## src/rtl/alu_seq_exec.sv

```systemverilog
// alu_seq_exec: multi-cycle execute stage fed by the register file.
// Single-cycle ADD/SUB/AND/OR/XOR, shift-add MUL and restoring DIV (one bit
// per cycle), result returned with a one-cycle write-back strobe.
// Build option: define ALU_SEQ_DIV_EN to implement DIV (op 110); without it
// op 110 behaves exactly like the illegal op 111.
module alu_seq_exec #(
    parameter int unsigned WIDTH = 16,
    parameter int unsigned CNT_W = 5
) (
    input  logic             clk,
    input  logic             rst,
    input  logic             start,
    input  logic [2:0]       op,
    input  logic             dst,
    input  logic [WIDTH-1:0] operand_x,
    input  logic [WIDTH-1:0] operand_y,
    output logic             reg_read_x,
    output logic             reg_read_y,
    output logic             busy,
    output logic             done,
    output logic [WIDTH-1:0] result_out,
    output logic [WIDTH-1:0] result_hi,
    output logic             reg_write_x,
    output logic             reg_write_y,
    output logic             flag_z,
    output logic             flag_n,
    output logic             flag_c,
    output logic             flag_v
);

    typedef enum logic {IDLE, EXEC} state_t;
    typedef enum logic [2:0] {
        OP_ADD = 3'b000, OP_SUB = 3'b001, OP_AND = 3'b010, OP_OR  = 3'b011,
        OP_XOR = 3'b100, OP_MUL = 3'b101, OP_DIV = 3'b110, OP_ILL = 3'b111
    } op_t;

    state_t               state, state_next;
    op_t                  op_q;
    logic                 dst_q;
    logic [WIDTH-1:0]     x_q, y_q;
    logic [CNT_W-1:0]     cnt;
    // MUL: {partial product high, remaining multiplier}; DIV: {remainder, dividend/quotient}
    logic [2*WIDTH-1:0]   acc, acc_next;
    logic                 accept, is_iter, finish;
    logic [WIDTH:0]       add_sum, sub_diff, step_sum;
    logic [WIDTH-1:0]     res_lo, res_hi;
    logic                 res_c, res_v;
`ifdef ALU_SEQ_DIV_EN
    logic [WIDTH:0]       step_sh, step_diff;
`endif

    // State register
    always_ff @(posedge clk or negedge rst) begin
        if (!rst) state <= IDLE;
        else      state <= state_next;
    end

    // Next-state logic: one EXEC visit per op, length set by finish
    always_comb begin
        state_next = state;
        case (state)
            IDLE:    if (start) state_next = EXEC;
            EXEC:    if (finish) state_next = IDLE;
            default: state_next = IDLE;
        endcase
    end

    // FSM outputs and register-file strobes
    always_comb begin
        busy        = (state == EXEC);
        accept      = start & ~busy;
        reg_read_x  = accept;
        reg_read_y  = accept;
        reg_write_x = done & ~dst_q;
        reg_write_y = done & dst_q;
    end

    // Iteration control: MUL and non-zero-divisor DIV take WIDTH cycles
    always_comb begin
        is_iter = (op_q == OP_MUL);
`ifdef ALU_SEQ_DIV_EN
        if (op_q == OP_DIV && y_q != '0) is_iter = 1'b1;
`endif
        finish = ~is_iter | (cnt == CNT_W'(WIDTH - 1));
    end

    // Arithmetic and one MUL/DIV iteration step
    always_comb begin
        add_sum  = {1'b0, x_q} + {1'b0, y_q};
        sub_diff = {1'b0, x_q} - {1'b0, y_q};
        step_sum = '0;
        acc_next = acc;
`ifdef ALU_SEQ_DIV_EN
        step_sh   = '0;
        step_diff = '0;
`endif
        if (op_q == OP_MUL) begin
            step_sum = {1'b0, acc[2*WIDTH-1:WIDTH]} + (acc[0] ? {1'b0, x_q} : '0);
            acc_next = {step_sum, acc[WIDTH-1:1]};
        end
`ifdef ALU_SEQ_DIV_EN
        else if (op_q == OP_DIV) begin
            step_sh   = {acc[2*WIDTH-1:WIDTH], acc[WIDTH-1]};
            step_diff = step_sh - {1'b0, y_q};
            if (!step_diff[WIDTH]) acc_next = {step_diff[WIDTH-1:0], acc[WIDTH-2:0], 1'b1};
            else                   acc_next = {step_sh[WIDTH-1:0],   acc[WIDTH-2:0], 1'b0};
        end
`endif
    end

    // Final result and carry/overflow selection
    always_comb begin
        res_lo = '0;
        res_hi = '0;
        res_c  = 1'b0;
        res_v  = 1'b0;
        case (op_q)
            OP_ADD: begin
                res_lo = add_sum[WIDTH-1:0];
                res_c  = add_sum[WIDTH];
                res_v  = (x_q[WIDTH-1] == y_q[WIDTH-1]) && (add_sum[WIDTH-1] != x_q[WIDTH-1]);
            end
            OP_SUB: begin
                res_lo = sub_diff[WIDTH-1:0];
                res_c  = sub_diff[WIDTH];
                res_v  = (x_q[WIDTH-1] != y_q[WIDTH-1]) && (sub_diff[WIDTH-1] != x_q[WIDTH-1]);
            end
            OP_AND: res_lo = x_q & y_q;
            OP_OR:  res_lo = x_q | y_q;
            OP_XOR: res_lo = x_q ^ y_q;
            OP_MUL: begin
                res_lo = acc_next[WIDTH-1:0];
                res_hi = acc_next[2*WIDTH-1:WIDTH];
                res_c  = |acc_next[2*WIDTH-1:WIDTH];
            end
`ifdef ALU_SEQ_DIV_EN
            OP_DIV: begin
                if (y_q == '0) begin
                    res_lo = '1;
                    res_hi = x_q;
                    res_c  = 1'b1;
                end else begin
                    res_lo = acc_next[WIDTH-1:0];
                    res_hi = acc_next[2*WIDTH-1:WIDTH];
                end
            end
`endif
            default: begin
                res_c = 1'b1;
                res_v = 1'b1;
            end
        endcase
    end

    // Operand capture, iteration state and registered results
    always_ff @(posedge clk or negedge rst) begin
        if (!rst) begin
            op_q       <= OP_ADD;
            dst_q      <= 1'b0;
            x_q        <= '0;
            y_q        <= '0;
            cnt        <= '0;
            acc        <= '0;
            done       <= 1'b0;
            result_out <= '0;
            result_hi  <= '0;
            flag_z     <= 1'b0;
            flag_n     <= 1'b0;
            flag_c     <= 1'b0;
            flag_v     <= 1'b0;
        end else begin
            done <= 1'b0;
            if (accept) begin
                op_q  <= op_t'(op);
                dst_q <= dst;
                x_q   <= operand_x;
                y_q   <= operand_y;
                cnt   <= '0;
                if (op == OP_MUL) acc <= {{WIDTH{1'b0}}, operand_y};
                else              acc <= {{WIDTH{1'b0}}, operand_x};
            end else if (state == EXEC) begin
                if (finish) begin
                    done       <= 1'b1;
                    result_out <= res_lo;
                    result_hi  <= res_hi;
                    flag_z     <= (res_lo == '0);
                    flag_n     <= res_lo[WIDTH-1];
                    flag_c     <= res_c;
                    flag_v     <= res_v;
                end else begin
                    acc <= acc_next;
                    cnt <= cnt + CNT_W'(1);
                end
            end
        end
    end

endmodule

```

## config.mk

```make
export PLATFORM = sky130hd
export DESIGN_NAME = alu_seq_exec
export DESIGN_NICKNAME = d
export VERILOG_FILES = /design/src/rtl/alu_seq_exec.sv
export SDC_FILE = /design/constraint.sdc
export NUM_CORES = 1
export LEC_CHECK = 0
export ABC_AREA = 1
export BUFFER_PORTS_ARGS = -buffer_cell sky130_fd_sc_hd__buf_2
export CAP_MARGIN = 20
export CORE_MARGIN = 3
export CORE_UTILIZATION = 50
export DETAILED_ROUTE_END_ITERATION = 7
export GPL_TIMING_DRIVEN = 0
export HOLD_SLACK_MARGIN = 0.1
export PLACE_DENSITY = 0.69
export SLEW_MARGIN = 20
export SYNTH_ARGS = -nofsm -noshare
export SYNTH_HDL_FRONTEND = slang
export SYNTH_SLANG_ARGS = --single-unit
```

## constraint.sdc

```tcl
create_clock -name clk -period 5.4 [get_ports clk]
set_input_delay 0.81 -clock clk [delete_from_list [all_inputs] [get_ports clk]]
set_output_delay 0.81 -clock clk [all_outputs]
set_load 0.1 [all_outputs]
```

# Word level (Yosys, flattened, before mapping)
# Cells that the tools add are included.
# totals
register_bits	111
input_bits	39
out_inout_bits	42
wordCells	70
# classes
n_addsub	4
n_eq_ne	12
n_mux	19
n_bitwise	11
reduce_logical	10
# op_table
cell	n
two-way mux 32 bit	4
case mux 16 bit (6 select lines)	1
two-way mux 16 bit	3
adder 16 x 16 -> 17 bit	2
subtractor 16 x 16 -> 17 bit	1
bitwise AND 16 bit	1
logical NOT 16 bit	1
bitwise OR 16 bit	1
OR reduction 16 bit	1
bitwise XOR 16 bit	1
two-way mux 5 bit	3
== test 3 bit, second input constant	3
== test 3 x 2 -> 1 bit, second input constant	2
adder 5 x 1 -> 5 bit, second input constant	1
== test 5 x 4 -> 1 bit, second input constant	1
two-way mux 1 bit	5
inverter 1 bit	4
case mux 1 bit (4 select lines)	1
OR reduction 4 bit	1
bitwise AND 1 bit	3
== test 3 x 1 -> 1 bit, second input constant	1
logical NOT 3 bit	1
!= test 1 bit	3
case mux 1 bit (3 select lines)	1
other kinds (9)	10

# Depth between registers and ports, before layout
# Gate-level depths: netlist of run 1.
# depth
word_depth	6
depth_mapped	20
mapped_depth_nobuf	20

# Worst setup path before layout of run 1
# OpenSTA, ideal clock, no wires.
# synth_path
path_kind	register -> output
startpoint	reg state, in the netlist busy
endpoint	out reg_read_y
t_arrival_ns	2.662
t_required_ns	4.590
slack_ns	1.928
path_stages_with_launch	6
path_buffers	2
cell_sequence	dfrtp_1 inv_1 nand2_1 clkinv_1 clkbuf_1 buf_4
# synth_via
elab_chain_len	2
# synth_lines
item	line_no	source
start, declared	37	state_t state, state_next;
start signal, assigned	55	else state <= state_next;
inverter 1 bit	71	accept = start & ~busy;
bitwise AND 1 bit	71	
end, declared	18	output logic reg_read_y,
# Every way passes these cells.

# Worst setup path in the final report of run 1
# layout_path
startpoint	reg acc[0]
endpoint	reg flag_c
# layout_via
elab_chain_len	5
# layout_lines
item	line_no	source
start, declared	43	logic [2*WIDTH-1:0] acc, acc_next;
start signal, assigned	179	if (op == OP_MUL) acc <= {{WIDTH{1'b0}}, operand_y};
start signal, assigned	180	else acc <= {{WIDTH{1'b0}}, operand_x};
start signal, assigned	191	acc <= acc_next;
two-way mux 16 bit	98	step_sum = {1'b0, acc[2*WIDTH-1:WIDTH]} + (acc[0] ? {1'b0, x_q} : '0);
adder 16 x 16 -> 17 bit	98	
two-way mux 32 bit	97	if (op_q == OP_MUL) begin
OR reduction 16 bit	134	res_c = |acc_next[2*WIDTH-1:WIDTH];
case mux 1 bit (4 select lines)	117	case (op_q)
end signal, assigned	188	flag_c <= res_c;
end, declared	27	output logic flag_c,
# Every way passes these cells.
# A chain may end at the register's enable or synchronous reset.

==> impl_metrics.csv, run 1 <==
group,metric,value,unit
sta,period_share,0.633,
die,core,0.0166,mm²
grt,antenna_found_initial,0,
clock_network,clk_latency,370,ps
critical_path,critPathKind,"register to register",
critical_path,crit_start,"acc[0]",
grt,grt_overflow,0,
finish,fill_cells,1629,
sta,max_slew_margin,0.509,
critical_path,critPathLaunchType,"register",
grt,grt_busiest_layer,"met1",
finish,layout_commonest_cell,"nand2_1",
drt,antenna_left,0,
drt,routed_wl,26.7,mm
power_and_ir_drop,sw_frac_of_total,0.526,
power_and_ir_drop,powerDensity,405,mW/mm²
grt,grt_pass1_vias,7703,
drt,avgRoutedWirePerCell,17.2,µm
sta,whs,328,ps
sta,finalClockSkew,14.7,ps
clock_network,cts_resized,0,
sta,tightestPinTransition,732,ps
grt,grt_max_degree,76,
power_and_ir_drop,p_clk_frac,0.186,
synthesis,syn_inst,1237,
die,die-area,0.0187,mm²
finish,layout-drive-gt1-share,0.121,
synthesis,ys_top_cells_by_area,"dfrtp_1, nand2_1, ha_1",
clock_network,cts_buffer_depth,2,
die,std_cell_rows,47,
critical_path,critPathRequiredTime,5660,ps
sta,setup_tns,0,ps
placed_design,dp_cells,1538,
finish,nets,1441,
clock_network,cts_root_buf,"clkbuf_16",
power_and_ir_drop,power_frac_comb,0.529,
sta,rsz0062_at_grt,"false",
clock_network,cts_sinks,110,
critical_path,crit_fanout,10,
finish,diodes,0,
sta,hold_viol_final,0,
die,io-pin-count,81,
drt,drt-pass1-iter-count,5,
synthesis,ys_seq_area_frac,0.323,
grt,globalRouteTotalUtil,0.292,
finish,fin_cells,1554,
synthesis,synth_area,0.00853,mm²
job,drv_cap,0,
placed_design,hpwl,21.6,mm
die,die_w,137,µm
clock_network,path_clk_slew,80,ps
placed_design,port_buffers,80,
sta,period_needed,3420,ps
synthesis,postSynthAreaPerCell,6.90,µm²
clock_network,post_cts_buffers,0,
power_and_ir_drop,p_seq_frac,0.285,
power_and_ir_drop,power.switching,0.00204,W
finish,final_cell_mix,"nand2_1, inv_1, dfrtp_1",
grt,use_met2,0.436,
drt,drtIter0Drc,805,
critical_path,cp.arrival,3670,ps
drt,drc,0,
critical_path,reg2reg_from,"acc[0]",
sta,setup_viol,0,
grt,use_met3,0.0500,
power_and_ir_drop,internal-power,0.00183,W
die,die_h,137,µm
finish,area_growth,11.9,%
clock_network,cts_tree,"built",
synthesis,ys_seq_elements,110,
clock_network,cts_inserted_buffers,9,
synthesis,yosys_warnings,0,
critical_path,end_kind,"register",
clock_network,ctsHtreeMaxLevel,3,
power_and_ir_drop,cellLeakagePower,5.33,nW
grt,grt_first_pass_wirelength,41.9,mm
drt,vias,8398,
synthesis,synth_nets,1349,
run_status,status,"completed",
drt,viasPerCell,5.40,
clock_network,hold_buffers,0,
sta,fmax,293,MHz
min_path,min_path_type,"primary input to async pin",
power_and_ir_drop,ir_drop,0.608,mV
synthesis,synth_top_area_frac,0.323,
grt,grt_util_met1,0.442,
synthesis,synth_top_cell_by_area,"dfrtp_1",
placed_design,gp_congestion,0.977,
die,initial_utilization,0.513,
sta,slew_violations,0,
synthesis,ys_types,46,
## state kept, by name, summed over array words and instances, names as in the netlist
register / count
acc: 32
busy: 1
cnt: 5
done: 1
dst_q: 1
flag_c: 1
flag_v: 1
flag_z: 1
op_q: 3
result_hi: 16
result_out: 16
x_q: 16
y_q: 16
## worst max-delay path: stages (launching register included)
cell      delay (ps)
dfrtp_1          330
clkbuf_1         280
clkbuf_1         430
nand2_1          100
inv_1             70
ha_1             270
fa_1             320
nand3_1          100
nand3_1          150
nand2_1           90
nand2_1           60
nand2_1           50
nand3_1          170
nand2_1           80
inv_1             80
nand2_1           50
nor2_1           270
nand2_1          140
o21bai_1         200
a21oi_1           80
## final cells by class
class | count | area [µm²] | area share
plain buffers | 48 | 293 | 0.0307
clock buffers | 9 | 225 | 0.0236
clock inverters | 7 | 81.3 | 0.00852
inverters | 199 | 747 | 0.0782
multi-input cells | 880 | 4740 | 0.496
flip-flops and latches | 110 | 2750 | 0.288
well taps | 220 | 275 | 0.0288
repair buffers | 81 | 434 | 0.0455
## power groups by stage
stage	Combinational [W]	Sequential, W	Clock (W)
finish	0.00205	0.00110	0.000717
global route	0.00222	0.00112	0.000758
CTS	0.00202	0.00110	0.000720
detailed placement	0.00202	0.00112	0
global placement	0.00200	0.00111	0
floorplan	0.00102	0.00161	0
## Yosys cell counts (all sizes together)
master	instances
clkbuf	18
dfrtp	110
o21ai	101
a31oi	2
o211ai	2
a21oi	63
or2	2
nand2	361
a22o	12
o31ai	2
a21o	3
fa	3
nand4	8
and3	1
o21a	2
a211oi	1
a21boi	1
nand3	98
a221oi	7
clkinv	1
nand3b	3
inv	198
o221ai	16
xor2	2
o22ai	16
nor3	5
ha	70
and2	3
nor4	1
nor2	92
o21bai	3
buf	30
## routing by layer
metal  vias up  share of wire
met5         -              0
li1       4165              -
met2       315           0.42
met3        32          0.075
met4         0          0.017
met1      3886           0.49
## through the flow
stage	worst slack, ps	instance area (µm²)	util	power, W
final	1980	9550	0.574	0.00387
after global routing	1650	9550	0.574	0.00410
after CTS	2050	9550	0.574	0.00384
after detailed placement	2070	9240	0.555	0.00313
after global placement	2140	9210	0.553	0.00311
after floorplan	1930	8530	-	0.00263
## kinds of logic after synthesis
kind of cell    synth area share
simple gates               0.282
flops                      0.323
buf+inv                    0.122
fa+ha+maj                  0.110
compound gates             0.162
xor+xnor                 0.00205
## worst paths after layout
check | end | slack [ps] | depth (start not counted)
min in group clk | result_hi[5] | 480 | 2
max | flag_c | 1980 | 19
min | result_hi[8] | 330 | 1
min reg2reg | result_hi[5] | 480 | 2
max in group asynchronous | y_q[10] | 4390 | 2
max reg2reg | flag_c | 1980 | 19
(Power assumes the default switching activity.)
==> run 2: changes to the inputs <==
--- a/config.mk
+++ b/config.mk
@@ -13,7 +13,7 @@
 export DETAILED_ROUTE_END_ITERATION = 7
 export GPL_TIMING_DRIVEN = 0
 export HOLD_SLACK_MARGIN = 0.1
-export PLACE_DENSITY = 0.69
+export PLACE_DENSITY = 0.72
 export SLEW_MARGIN = 20
 export SYNTH_ARGS = -nofsm -noshare
 export SYNTH_HDL_FRONTEND = slang
==> constraint.sdc (replaced) <==
create_clock -name clk -period 2.8 [get_ports clk]
set_input_delay 0.42 -clock clk [delete_from_list [all_inputs] [get_ports clk]]
set_output_delay 0.42 -clock clk [all_outputs]
set_load 0.1 [all_outputs]
==> run 2 against run 1 <==
Against the previous run:
- critical path type unchanged
- utilization up 0.53 points
- sequential power grew 94%
- clock power grew 85%
- clock-buffer cell count up 1
- sequential share of layout area fell by 0.24 points
- clock skew down 5.8 ps
==> impl_metrics.csv, run 2 (same netlist as run 1, synthesis figures left out) <==
group,metric,value,unit
drt,drt-pass1-iter-count,5,
finish,nets,1445,
power_and_ir_drop,p_seq_frac,0.287,
run_status,status,"completed",
power_and_ir_drop,powerDensity,770,mW/mm²
clock_network,cts_buffer_depth,2,
drt,routed_wl,26.2,mm
grt,antenna_found_initial,0,
critical_path,crit_fanout,10,
die,std_cell_rows,47,
min_path,worstHoldStart,"dst",
finish,largest_reg_flops,32,
finish,fin_area,0.00964,mm²
die,die_h,137,µm
clock_network,path_clk_slew,80,ps
min_path,min_path_type,"primary input to register",
die,core,0.0166,mm²
drt,drtIter0Drc,820,
power_and_ir_drop,internal-power,0.00349,W
finish,final_cell_mix,"nand2_1, inv_1, dfrtp_1",
die,die_w,137,µm
finish,fill_cells,1639,
job,drv_cap,0,
placed_design,port_buffers,80,
grt,globalRouteTotalUtil,0.289,
power_and_ir_drop,ir_drop,0.776,mV
sta,hold_viol_final,0,
finish,area_growth,12.9,%
sta,setup_tns,0,ps
clock_network,cts_inserted_buffers,9,
drt,viasPerCell,5.50,
die,io-pin-count,81,
sta,max_slew_margin,0.408,
sta,setup_viol,0,
clock_network,clk_latency,370,ps
critical_path,cp.arrival,2990,ps
critical_path,end_kind,"register",
critical_path,critPathRequiredTime,3060,ps
grt,grt_first_pass_wirelength,42.1,mm
finish,diodes,0,
sta,finalClockSkew,8.93,ps
grt,grt_overflow,0,
clock_network,ctsHtreeMaxLevel,3,
critical_path,cp_slowest_cell,"dfrtp_2",
placed_design,gp_congestion,1.02,
power_and_ir_drop,cellLeakagePower,5.37,nW
power_and_ir_drop,power_frac_comb,0.534,
clock_network,cts_sinks,110,
power_and_ir_drop,p_clk_frac,0.179,
power_and_ir_drop,sw_frac_of_total,0.529,
finish,largest-register,"acc",
sta,period_share,0.976,
min_path,holdPathEnd,"dst_q",
critical_path,cp_slowest_stage_delay,450,ps
drt,avgRoutedWirePerCell,16.8,µm
sta,slew_violations,0,
critical_path,critPathKind,"register to register",
grt,grt_max_degree,57,
placed_design,place_area,0.00924,mm²
sta,whs,242,ps
sta,fmax,366,MHz
finish,layout-drive-gt1-share,0.137,
critical_path,cp_cell_sequence,"buf_4 > nand2_1 > inv_1 > ha_4 > fa_2 > nor2_1 > inv_1 > nand3_1 > nand2_1 > nor2_1 > nand3_1 > nor2_1 > nand3_2 > nor2_4 > nand2_1 > o21bai_1 > a21oi_1",
die,die-area,0.0187,mm²
critical_path,reg2reg_slack,70,ps
clock_network,cts_tree,"built",
sta,period_needed,2730,ps
critical_path,reg2reg_to,"flag_c",
sta,tightestPinTransition,882,ps
die,initial_utilization,0.513,
finish,layout_commonest_cell,"nand2_1",
critical_path,critPathLaunchType,"register",
power_and_ir_drop,power.switching,0.00393,W
drt,drc,0,
clock_network,cts_root_buf,"clkbuf_16",
min_path,min_path_cells,3,
critical_path,reg2reg_from,"acc[0]",
grt,grt_pass1_vias,8023,
placed_design,hpwl,20.8,mm
critical_path,worst-r2r-cell-count,17,
drt,vias,8562,
drt,antenna_left,0,
==> run 2: cell type report <==
type / instances / area (µm²) / share of cell area
repair buffers: 86 / 474 / 0.0492
flip-flops and latches: 110 / 2760 / 0.286
clock buffers: 10 / 239 / 0.0248
plain buffers: 47 / 294 / 0.0305
clock inverters: 6 / 51.3 / 0.00532
inverters: 199 / 747 / 0.0775
well taps: 220 / 275 / 0.0286
multi-input cells: 880 / 4800 / 0.498
==> run 2: stage by stage <==
| step | power (W) | worst slack, ps | util | cells |
|---|---|---|---|---|
| after floorplan | 0.00506 | 97.5 | - | 1237 |
| after global placement | 0.00595 | -408 | 0.553 | 1537 |
| after detailed placement | 0.00601 | -413 | 0.555 | 1538 |
| after CTS | 0.00733 | -33.9 | 0.574 | 1554 |
| after global routing | 0.00785 | -80.9 | 0.579 | 1558 |
| final | 0.00742 | 67.1 | 0.579 | 1558 |
==> run 2: worst max path at each step <==
stage | from | to | slack (ps) | depth (start not counted)
2_1_floorplan | done | reg_write_x | 100 | 2
3_3_place_gp | acc[0] | flag_c | -410 | 17
6_report | acc[0] | flag_c | 70 | 17
4_1_cts | acc[0] | flag_c | -30 | 17
5_1_grt | acc[0] | flag_c | -80 | 17
3_5_place_dp | acc[0] | flag_c | -410 | 17
==> run 2: metal layers <==
metal	share of wire	global-route usage
met5	0	0
met4	0.028	0.0985
met3	0.080	0.0349
met2	0.42	0.435
met1	0.47	0.429
==> run 2: timing repair <==
| action | CTS | global route |
|---|---|---|
| setup endpoints to repair | 33 | 2 |
| pin swaps | 0 | 5 |
| setup buffers | 0 | 4 |
| hold buffers | 1 | 0 |
| hold endpoints to repair | 54 | 0 |
| resized for setup | 6 | 15 |
==> run 2: power groups by stage <==
stage | logic (W) | clock network (W) | registers, W
6_report | 0.00396 | 0.00133 | 0.00213
3_5_place_dp | 0.00387 | 0 | 0.00214
5_1_grt | 0.00429 | 0.00141 | 0.00216
3_3_place_gp | 0.00382 | 0 | 0.00213
4_1_cts | 0.00388 | 0.00133 | 0.00212
2_1_floorplan | 0.00196 | 0 | 0.00310
==> run 2: worst max-delay path: cells and delay by family, from the launching register on <==
family,cells,cell delay (ps)
fa+ha+maj,2,580
flops,1,450
simple gates,10,1050
buf+inv,3,300
compound gates,2,230
